==> src/rtl/sram_arbiter.sv <==
// sram_arbiter: shares one asynchronous 16-bit SRAM port between the CPU
// (load/store) and the video scanout fetcher, one access per clk_core cycle.
// Video has fixed priority; a saturating wait counter lets a CPU request that
// has been refused CPU_MAX_WAIT consecutive cycles win over video.
//
// Optional build macro: SRAM_ARB_TURNAROUND_EN
//   Defined:   the cycle in which a CPU write is on the pads (sram_wr=1) may
//              not grant a read; a CPU write may still be granted there.
//   Undefined: a read may follow a write immediately.
//
// Handshake: a requester holds *_req (and its address/data) high; *_gnt is
// combinational and means the request is consumed at the coming clk_core
// edge. Read data comes back as a one-cycle *_rvalid pulse two cycles after
// the grant, with no back-pressure.
module sram_arbiter #(
  parameter int AW           = 14,
  parameter int DW           = 16,
  parameter int CPU_MAX_WAIT = 4
) (
  input  logic          clk_core,
  input  logic          reset,
  input  logic          cpu_req,
  input  logic          cpu_wr,
  input  logic [AW-1:0] cpu_addr,
  input  logic [DW-1:0] cpu_wdata,
  output logic          cpu_gnt,
  output logic          cpu_rvalid,
  output logic [DW-1:0] cpu_rdata,
  input  logic          vid_req,
  input  logic [AW-1:0] vid_addr,
  output logic          vid_gnt,
  output logic          vid_rvalid,
  output logic [DW-1:0] vid_rdata,
  output logic [AW-1:0] sram_a,
  output logic          sram_wr,
  output logic [DW-1:0] host_to_sram,
  input  logic [DW-1:0] sram_to_host
);

  // Four bits cover the whole legal CPU_MAX_WAIT range of 1..15.
  localparam int            WCW  = 4;
  localparam logic [WCW-1:0] MAXW = WCW'(CPU_MAX_WAIT);

  // Tag carried by each issued access so read data is routed to its owner.
  typedef enum logic [1:0] {
    OWN_NONE = 2'd0,
    OWN_CPU  = 2'd1,
    OWN_VID  = 2'd2
  } owner_e;

  logic [WCW-1:0] wait_cnt_q, wait_cnt_d;
  logic [AW-1:0]  sram_a_q, sram_a_d;
  logic           sram_wr_q, sram_wr_d;
  logic [DW-1:0]  host_to_sram_q, host_to_sram_d;
  owner_e         own_q, own_d;
  logic           cpu_rvalid_q, cpu_rvalid_d;
  logic [DW-1:0]  cpu_rdata_q, cpu_rdata_d;
  logic           vid_rvalid_q, vid_rvalid_d;
  logic [DW-1:0]  vid_rdata_q, vid_rdata_d;

  logic block_rd;
  logic cpu_ok;
  logic vid_ok;

  // The turnaround flag is the registered write strobe itself: it is high
  // exactly in the cycle a CPU write is being driven onto the pads.
`ifdef SRAM_ARB_TURNAROUND_EN
  assign block_rd = sram_wr_q;
`else
  assign block_rd = 1'b0;
`endif

  // Arbitration: starved CPU first, then video, then CPU; no grants in reset.
  always_comb begin
    cpu_gnt = 1'b0;
    vid_gnt = 1'b0;
    cpu_ok  = cpu_req & (cpu_wr | ~block_rd);
    vid_ok  = vid_req & ~block_rd;
    if (!reset) begin
      if (cpu_ok && (wait_cnt_q == MAXW)) begin
        cpu_gnt = 1'b1;
      end else if (vid_ok) begin
        vid_gnt = 1'b1;
      end else if (cpu_ok) begin
        cpu_gnt = 1'b1;
      end
    end
  end

  // Next-state: wait counter, SRAM issue registers, owner tag, read return.
  always_comb begin
    wait_cnt_d     = wait_cnt_q;
    sram_a_d       = sram_a_q;
    sram_wr_d      = 1'b0;
    host_to_sram_d = host_to_sram_q;
    own_d          = OWN_NONE;
    cpu_rvalid_d   = 1'b0;
    cpu_rdata_d    = cpu_rdata_q;
    vid_rvalid_d   = 1'b0;
    vid_rdata_d    = vid_rdata_q;

    // Counts consecutive refusals of a pending CPU request, saturating.
    if (!cpu_req || cpu_gnt) begin
      wait_cnt_d = '0;
    end else if (wait_cnt_q != MAXW) begin
      wait_cnt_d = wait_cnt_q + 1'b1;
    end

    // Issue stage: address and strobe go to the pads next cycle.
    if (cpu_gnt) begin
      sram_a_d  = cpu_addr;
      sram_wr_d = cpu_wr;
      if (cpu_wr) begin
        host_to_sram_d = cpu_wdata;
      end else begin
        own_d = OWN_CPU;
      end
    end else if (vid_gnt) begin
      sram_a_d = vid_addr;
      own_d    = OWN_VID;
    end

    // Return stage: the access on the pads this cycle is sampled at its end.
    if (own_q == OWN_CPU) begin
      cpu_rvalid_d = 1'b1;
      cpu_rdata_d  = sram_to_host;
    end
    if (own_q == OWN_VID) begin
      vid_rvalid_d = 1'b1;
      vid_rdata_d  = sram_to_host;
    end
  end

  // State registers with synchronous reset; reset drops any read in flight.
  always_ff @(posedge clk_core) begin
    if (reset) begin
      wait_cnt_q     <= '0;
      sram_a_q       <= '0;
      sram_wr_q      <= 1'b0;
      host_to_sram_q <= '0;
      own_q          <= OWN_NONE;
      cpu_rvalid_q   <= 1'b0;
      cpu_rdata_q    <= '0;
      vid_rvalid_q   <= 1'b0;
      vid_rdata_q    <= '0;
    end else begin
      wait_cnt_q     <= wait_cnt_d;
      sram_a_q       <= sram_a_d;
      sram_wr_q      <= sram_wr_d;
      host_to_sram_q <= host_to_sram_d;
      own_q          <= own_d;
      cpu_rvalid_q   <= cpu_rvalid_d;
      cpu_rdata_q    <= cpu_rdata_d;
      vid_rvalid_q   <= vid_rvalid_d;
      vid_rdata_q    <= vid_rdata_d;
    end
  end

  assign sram_a       = sram_a_q;
  assign sram_wr      = sram_wr_q;
  assign host_to_sram = host_to_sram_q;
  assign cpu_rvalid   = cpu_rvalid_q;
  assign cpu_rdata    = cpu_rdata_q;
  assign vid_rvalid   = vid_rvalid_q;
  assign vid_rdata    = vid_rdata_q;

endmodule

==> config.mk <==
export PLATFORM = sky130hd
export DESIGN_NAME = sram_arbiter
export DESIGN_NICKNAME = d
export VERILOG_FILES = /design/src/rtl/sram_arbiter.sv
export SDC_FILE = /design/constraint.sdc
export NUM_CORES = 1
export LEC_CHECK = 0
export CAP_MARGIN = 20
export CORE_MARGIN = 2
export CORE_UTILIZATION = 47
export CTS_BUF_LIST = sky130_fd_sc_hd__clkbuf_4 sky130_fd_sc_hd__clkbuf_8
export CTS_CLUSTER_SIZE = 40
export DETAILED_ROUTE_END_ITERATION = 8
export HOLD_SLACK_MARGIN = 0.12
export PLACE_DENSITY = 0.95
export SLEW_MARGIN = 15
export SYNTH_ARGS = -nofsm -noshare
export SYNTH_HDL_FRONTEND = slang
export SYNTH_SLANG_ARGS = --single-unit
export TNS_END_PERCENT = 5
==> constraint.sdc <==
create_clock -name clk_core -period 3 [get_ports clk_core]
set_clock_uncertainty 0.2 [all_clocks]
set_input_delay 0.3 -clock clk_core [delete_from_list [all_inputs] [get_ports clk_core]]
set_output_delay 0.3 -clock clk_core [all_outputs]
set_load 0.05 [all_outputs]
==> flow_summary.json, run 1 <==
{
  "status": "complete, no violations",
  "antenna_found_initial": 0,
  "min_period_over_period_pct": 82.4,
  "arrival_ps": 1970,
  "nFillCells": 445,
  "layout_common_cells": "clkdlybuf4s50_1 (128), dfxtp_1 (71), nand2_1 (64), a21oi_1 (35), nor3_1 (28)",
  "regArea_mm2": 0.00142,
  "rows": 29,
  "wire_per_inst_um": 14.0,
  "start_util_pct": 48.1,
  "grt_max_degree": 37,
  "setup_tns_ps": 0,
  "final_common_cell": "clkdlybuf4s50_1",
  "setup_viol": 0,
  "cp_max_fo": 17,
  "io_pins": 132,
  "ys_types": 32,
  "worst_slew_pin_slew_ps": 662,
  "grt_pass1_vias": 2779,
  "die_w_um": 84.2,
  "period_needed_ps": 2470,
  "power_switching_mw": 0.638,
  "power_frac_clock_pct": 43.2,
  "core_mm2": 0.00628,
  "p_int_mw": 1.90,
  "track_usage_pct": 21.6,
  "first_iter_violations": 161,
  "rsz0062_at_grt": "false",
  "overflow": 0,
  "routabilityCongestion": 0.778,
  "reg2regPathDepth": 6,
  "place_ws_ps": 894,
  "finalWirelength_mm": 7.68,
  "cts_hold_buf": 0,
  "nNetsFinal": 532,
  "slowest_stage": "and3b_1",
  "p_leak_nw": 1.78,
  "io_buffers": 131,
  "vias_per_cell": 5.23,
  "rr_endpoint": "host_to_sram[4]",
  "cp_top_family": "simple AND/OR/NAND/NOR gates",
  "clk_pin_slew_worst_paths_ps": 70,
  "maxCapViolCount": 0,
  "timing.rr.start": "wait_cnt_q[0]",
  "n_antenna_cell": 0,
  "hold_violations": 0,
  "power_density_mw_per_mm2": 545,
  "combPwrFrac_pct": 17.4,
  "drive_gt1_share_pct": 8.09,
  "clock_path_buffers": 2,
  "timing.hold.ws_ps": 257,
  "fin_ws_ps": 529,
  "slowest_delay_ps": 560,
  "yosysWarnings": 0,
  "htreeDepth": 3,
  "startpoint_type": "flip-flop",
  "cts_buffers": 9,
  "root_buffer": "clkbuf_8",
  "cp_num_buf_inv": 2,
  "path_class": "reg2out",
  "avgSynthCellArea_um2": 8.75,
  "die_h_um": 84.2,
  "hold_path.class": "reg2reg",
  "crit_path_end": "vid_gnt",
  "end_kind": "primary output",
  "ir_drop_v": 0.000446,
  "fp.dieArea_mm2": 0.00708,
  "crit_chain": "inv_1, ha_1, and3b_1, a21oi_1, buf_12",
  "ys_seq_area_share_pct": 47.1,
  "fmax_mhz": 405,
  "synth_fp_nets": 412,
  "slew_violations": 0,
  "required_ps": 2500,
  "critPathLaunch": "wait_cnt_q[0]",
  "p_sw_share_pct": 25.1,
  "route.detailed.drc": 0,
  "grt_pass1_wl_mm": 12.5,
  "syn_area_mm2": 0.00302,
  "ant_nets": 0,
  "dp_hpwl_mm": 5.54,
  "drt_pass1_iterations": 4,
  "vias": 2859,
  "postCtsSetupRepairBufs": 0,
  "pwr-share-seq_pct": 39.4,
  "rrSetupSlack_ps": 920,
  "cts_tree": "built",
  "ys_ff_latch": 71,
  "maxSlewHeadroom_pct": 55.9,
  "cts_num_sinks": 71,
  "synthCells": 345,
  "clkLatencyLatePin_ps": 340,
  "multi_input_area_mm2": 0.00144,
  "cp.depth": 5,
  "syn2layout_area_growth_pct": 54.2,
  "post_cts_resized": 0
}
-- cell usage after synthesis (all sizes together) --
cell type  instances  area, um2
xnor2              1       8.76
buf               11       65.1
mux2              16        214
and3b              1       8.76
o21ai             24        120
a211o              1       8.76
nand2b             5       31.3
nor4               2       12.5
a21oi             35        175
nor4b             12        105
inv                5       18.8
and2b              2       15.0
nor2               7       26.3
nand2             64        240
dfxtp             71       1420
ha                 2       25.0
or3b               1       8.76
o21bai             2       15.0
a211oi             2       15.0
mux2i             13        130
nand3              1       5.00
nor2b             18        113
nor3              28        140
and2               1       6.26
nand3b             1       20.0
clkbuf            19       71.3
-- cells by family (layout without fill, tap and decap cells) --
group / after synthesis / after routing / synth area share, %
and+or+nand+nor: 143 / 143 / 24.2
DFF: 71 / 71 / 47.1
AOI/OAI and AO/OA: 64 / 64 / 11.1
buffers and inverters: 35 / 160 / 5.14
muxes: 29 / 29 / 11.4
adders and majority gates: 2 / 2 / 0.828
xor gates and xnor gates: 1 / 1 / 0.290
-- worst register-to-register path, cell delays in order (launching register included) --
cell and delay, ps:
dfxtp_1 340, inv_1 80, ha_1 230, nand3b_4 210, a211o_1 350, buf_4 220
mux2_1 330
-- power groups by stage --
stage / Clock [mW] / Combinational, mW / Sequential [mW]
finish: 1.10 / 0.442 / 1.00
detailed placement: 0 / 0.441 / 1.02
floorplan: 0 / 0.117 / 1.15
global placement: 0 / 0.433 / 1.02
global route: 1.16 / 0.466 / 1.01
CTS: 1.11 / 0.442 / 1.00
-- metal layers --
| layer | vias up | share of wire (%) | global-route usage (%) |
|---|---|---|---|
| met4 | 0 | 1.4 | 7.48 |
| met2 | 113 | 49 | 37.2 |
| met3 | 12 | 7.7 | 7.67 |
| li1 | 1410 | - | - |
| met1 | 1324 | 42 | 25.0 |
| met5 | - | 0 | 0 |
-- registers in the layout (all words and copies together) (netlist names) --
register,count
vid_rdata,16
wait_cnt_q,4
vid_rvalid,1
cpu_rvalid,1
host_to_sram,16
cpu_rdata,16
sram_a,14
own_q,2
sram_wr,1
-- per-stage QoR --
step	util (%)	cell area [um2]	total power, mW	cells
detailed placement	69.6	4370	1.46	531
CTS	74.2	4660	2.56	547
global route	74.2	4660	2.63	547
global placement	69.6	4370	1.45	531
finish	74.2	4660	2.54	547
floorplan	-	3020	1.27	345
-- worst min-delay path by stage --
stage | startpoint | endpoint | cells past startpoint
finish | cpu_rdata[10] | cpu_rdata[10] | 2
global route | vid_rdata[2] | vid_rdata[2] | 2
CTS | reset | cpu_rdata[4] | 2
detailed placement | vid_rdata[10] | vid_rdata[10] | 2
global placement | cpu_rdata[2] | cpu_rdata[2] | 2
floorplan | cpu_wdata[10] | host_to_sram[10] | 1
-- layout make-up --
class / count / share of cell area [%]
Sequential cell: 71 / 30.5
Clock inverter: 7 / 3.60
Inverter: 5 / 0.403
Timing Repair Buffer: 139 / 29.8
Clock buffer: 9 / 2.66
Multi-Input combinational cell: 239 / 31.0
Tap cell: 77 / 2.07
Note: power is estimated with default switching activity, not from simulation.
==> inputs of run 2 (changes only) <==
--- a/config.mk
+++ b/config.mk
@@ -7,12 +7,12 @@
 export LEC_CHECK = 0
 export CAP_MARGIN = 20
 export CORE_MARGIN = 2
-export CORE_UTILIZATION = 47
+export CORE_UTILIZATION = 43
 export CTS_BUF_LIST = sky130_fd_sc_hd__clkbuf_4 sky130_fd_sc_hd__clkbuf_8
 export CTS_CLUSTER_SIZE = 40
 export DETAILED_ROUTE_END_ITERATION = 8
 export HOLD_SLACK_MARGIN = 0.12
-export PLACE_DENSITY = 0.95
+export PLACE_DENSITY = 0.9
 export SLEW_MARGIN = 15
 export SYNTH_ARGS = -nofsm -noshare
 export SYNTH_HDL_FRONTEND = slang
==> constraint.sdc (replaced) <==
create_clock -name clk_core -period 2.3 [get_ports clk_core]
set_clock_uncertainty 0.2 [all_clocks]
set_input_delay 0.23 -clock clk_core [delete_from_list [all_inputs] [get_ports clk_core]]
set_output_delay 0.23 -clock clk_core [all_outputs]
set_load 0.05 [all_outputs]
==> run 2 against run 1 <==
  * Combinational power is 31% higher
  * Cell count is 4.0% higher
  * Clock power hardly changed
  * Cell area is 0.30% lower
  * Die area is 8.8% higher
  * Core utilization is 5.8 points lower
==> flow_summary.json, run 2 (synthesized netlist as in run 1, its figures left out) <==
{
  "status": "complete, no violations",
  "ir_drop_v": 0.000404,
  "p_leak_nw": 1.76,
  "cp_num_buf_inv": 2,
  "cp_top_family": "flip-flops",
  "required_ps": 1870,
  "setup_tns_ps": 0,
  "crit_chain": "inv_1, ha_1, and3b_4, a21oi_2, buf_12",
  "power_density_mw_per_mm2": 647,
  "layout_common_cells": "clkdlybuf4s50_1 (128), dfxtp_1 (71), nand2_1 (64), a21oi_1 (34), nor3_1 (28)",
  "worst_slew_pin_slew_ps": 710,
  "cp_max_fo": 17,
  "hold_violations": 0,
  "grt.busiest_layer": "met2",
  "grt_max_degree": 37,
  "cts_num_sinks": 71,
  "die_h_um": 87.8,
  "use_met3_pct": 6.41,
  "met1_usage_pct": 25.4,
  "final_common_cell": "clkdlybuf4s50_1",
  "reg2regPathDepth": 6,
  "pwr-share-seq_pct": 43.5,
  "end_kind": "primary output",
  "power_switching_mw": 0.845,
  "routabilityCongestion": 0.818,
  "root_buffer": "clkbuf_8",
  "overflow": 0,
  "cp.depth": 5,
  "nFillCells": 536,
  "antenna_found_initial": 0,
  "start_util_pct": 44.5,
  "rsz0062_at_grt": "false",
  "die_w_um": 87.8,
  "clk_pin_slew_worst_paths_ps": 80,
  "slowest_stage": "dfxtp_1",
  "io_pins": 132,
  "arrival_ps": 1670,
  "maxCapViolCount": 0,
  "drive_gt1_share_pct": 9.09,
  "dp_hpwl_mm": 5.75,
  "setup_viol": 0,
  "power_frac_clock_pct": 37.2,
  "track_usage_pct": 21.3,
  "place_ws_ps": 322,
  "p_sw_share_pct": 28.1,
  "slew_violations": 0,
  "p_int_mw": 2.16,
  "ant_nets": 0,
  "drt_pass1_iterations": 4,
  "nNetsFinal": 535,
  "wire_per_inst_um": 13.9,
  "fin_ws_ps": 197,
  "slowest_delay_ps": 370,
  "min_path_cells": 3,
  "route.detailed.drc": 0,
  "maxSlewHeadroom_pct": 52.7,
  "combPwrFrac_pct": 19.3,
  "grt_pass1_vias": 2899,
  "syn2layout_area_growth_pct": 53.8,
  "rows": 30,
  "core_mm2": 0.00679,
  "grt_pass1_wl_mm": 13.1,
  "n_antenna_cell": 0,
  "path_class": "reg2out",
  "vias_per_cell": 5.11,
  "first_iter_violations": 150,
  "vias": 2910,
  "grtUsageMet2_pct": 36.8,
  "period_needed_ps": 2100,
  "cts_buffers": 9,
  "hold_path.class": "in2reg",
  "fmax_mhz": 475,
  "htreeDepth": 3,
  "cts_tree": "built",
  "clkLatencyLatePin_ps": 330,
  "io_buffers": 131,
  "min_period_over_period_pct": 91.4,
  "clock_path_buffers": 2,
  "finalWirelength_mm": 7.91,
  "fp.dieArea_mm2": 0.00771,
  "startpoint_type": "flip-flop"
}
## run 2: repair_timing
| action | in CTS | in global routing |
|---|---|---|
| hold buffers | 0 | 0 |
| setup buffers | 0 | 0 |
| gates resized for setup | 1 | 1 |
| setup endpoints to repair | 1 | 1 |
| pin swaps | 0 | 0 |
## run 2: layer usage
metal | wire (um) | part of all wire, % | vias up
met5 | 0 | 0 | -
met4 | 80 | 1.0 | 0
met3 | 558 | 7.1 | 13
met2 | 4030 | 51 | 102
met1 | 3240 | 41 | 1372
li1 | - | - | 1423
## run 2: power groups by stage
stage	Clock (mW)	Sequential, mW	Combinational, mW
after floorplan	0	1.50	0.154
after global placement	0	1.33	0.569
after detailed placement	0	1.33	0.580
after CTS	1.14	1.31	0.582
after global routing	1.19	1.31	0.613
final	1.12	1.31	0.580
## run 2: worst reg2reg max path: stages, from the launching register on
cell and delay, ps:
dfxtp_1 340, inv_1 70, ha_1 240, nand3b_4 140, a211o_1 310, buf_4 220, mux2_4 330
## run 2: worst paths after layout
kind	start	end	slack, ps
worst max-delay path	wait_cnt_q[0]	vid_gnt	200
worst min-delay path	reset	vid_rdata[3]	200
worst max register to register	wait_cnt_q[0]	host_to_sram[14]	350
worst min register to register	cpu_rdata[1]	cpu_rdata[1]	250
## run 2: per-stage QoR
step           utilization (%)  hold slack [ps]  instances  cell area [um2]  total power, mW
6_report                  68.4              204        569             4640             3.00
5_1_grt                   68.4              208        569             4640             3.12
4_1_cts                   68.3              185        569             4640             3.03
3_5_place_dp              65.0              246        553             4420             1.91
3_3_place_gp              65.0              237        553             4420             1.90
2_1_floorplan                -              155        345             3020             1.66
## run 2: cell type report
| type | count | area [um2] | share of cell area, % |
|---|---|---|---|
| multi-input combinational | 239 | 1450 | 31.2 |
| timing repair buffer | 142 | 1410 | 30.3 |
| clock buffer | 9 | 124 | 2.67 |
| tap | 96 | 120 | 2.59 |
| clock inverter | 7 | 100 | 2.16 |
| sequential | 71 | 1420 | 30.6 |
| inverter | 5 | 18.8 | 0.404 |
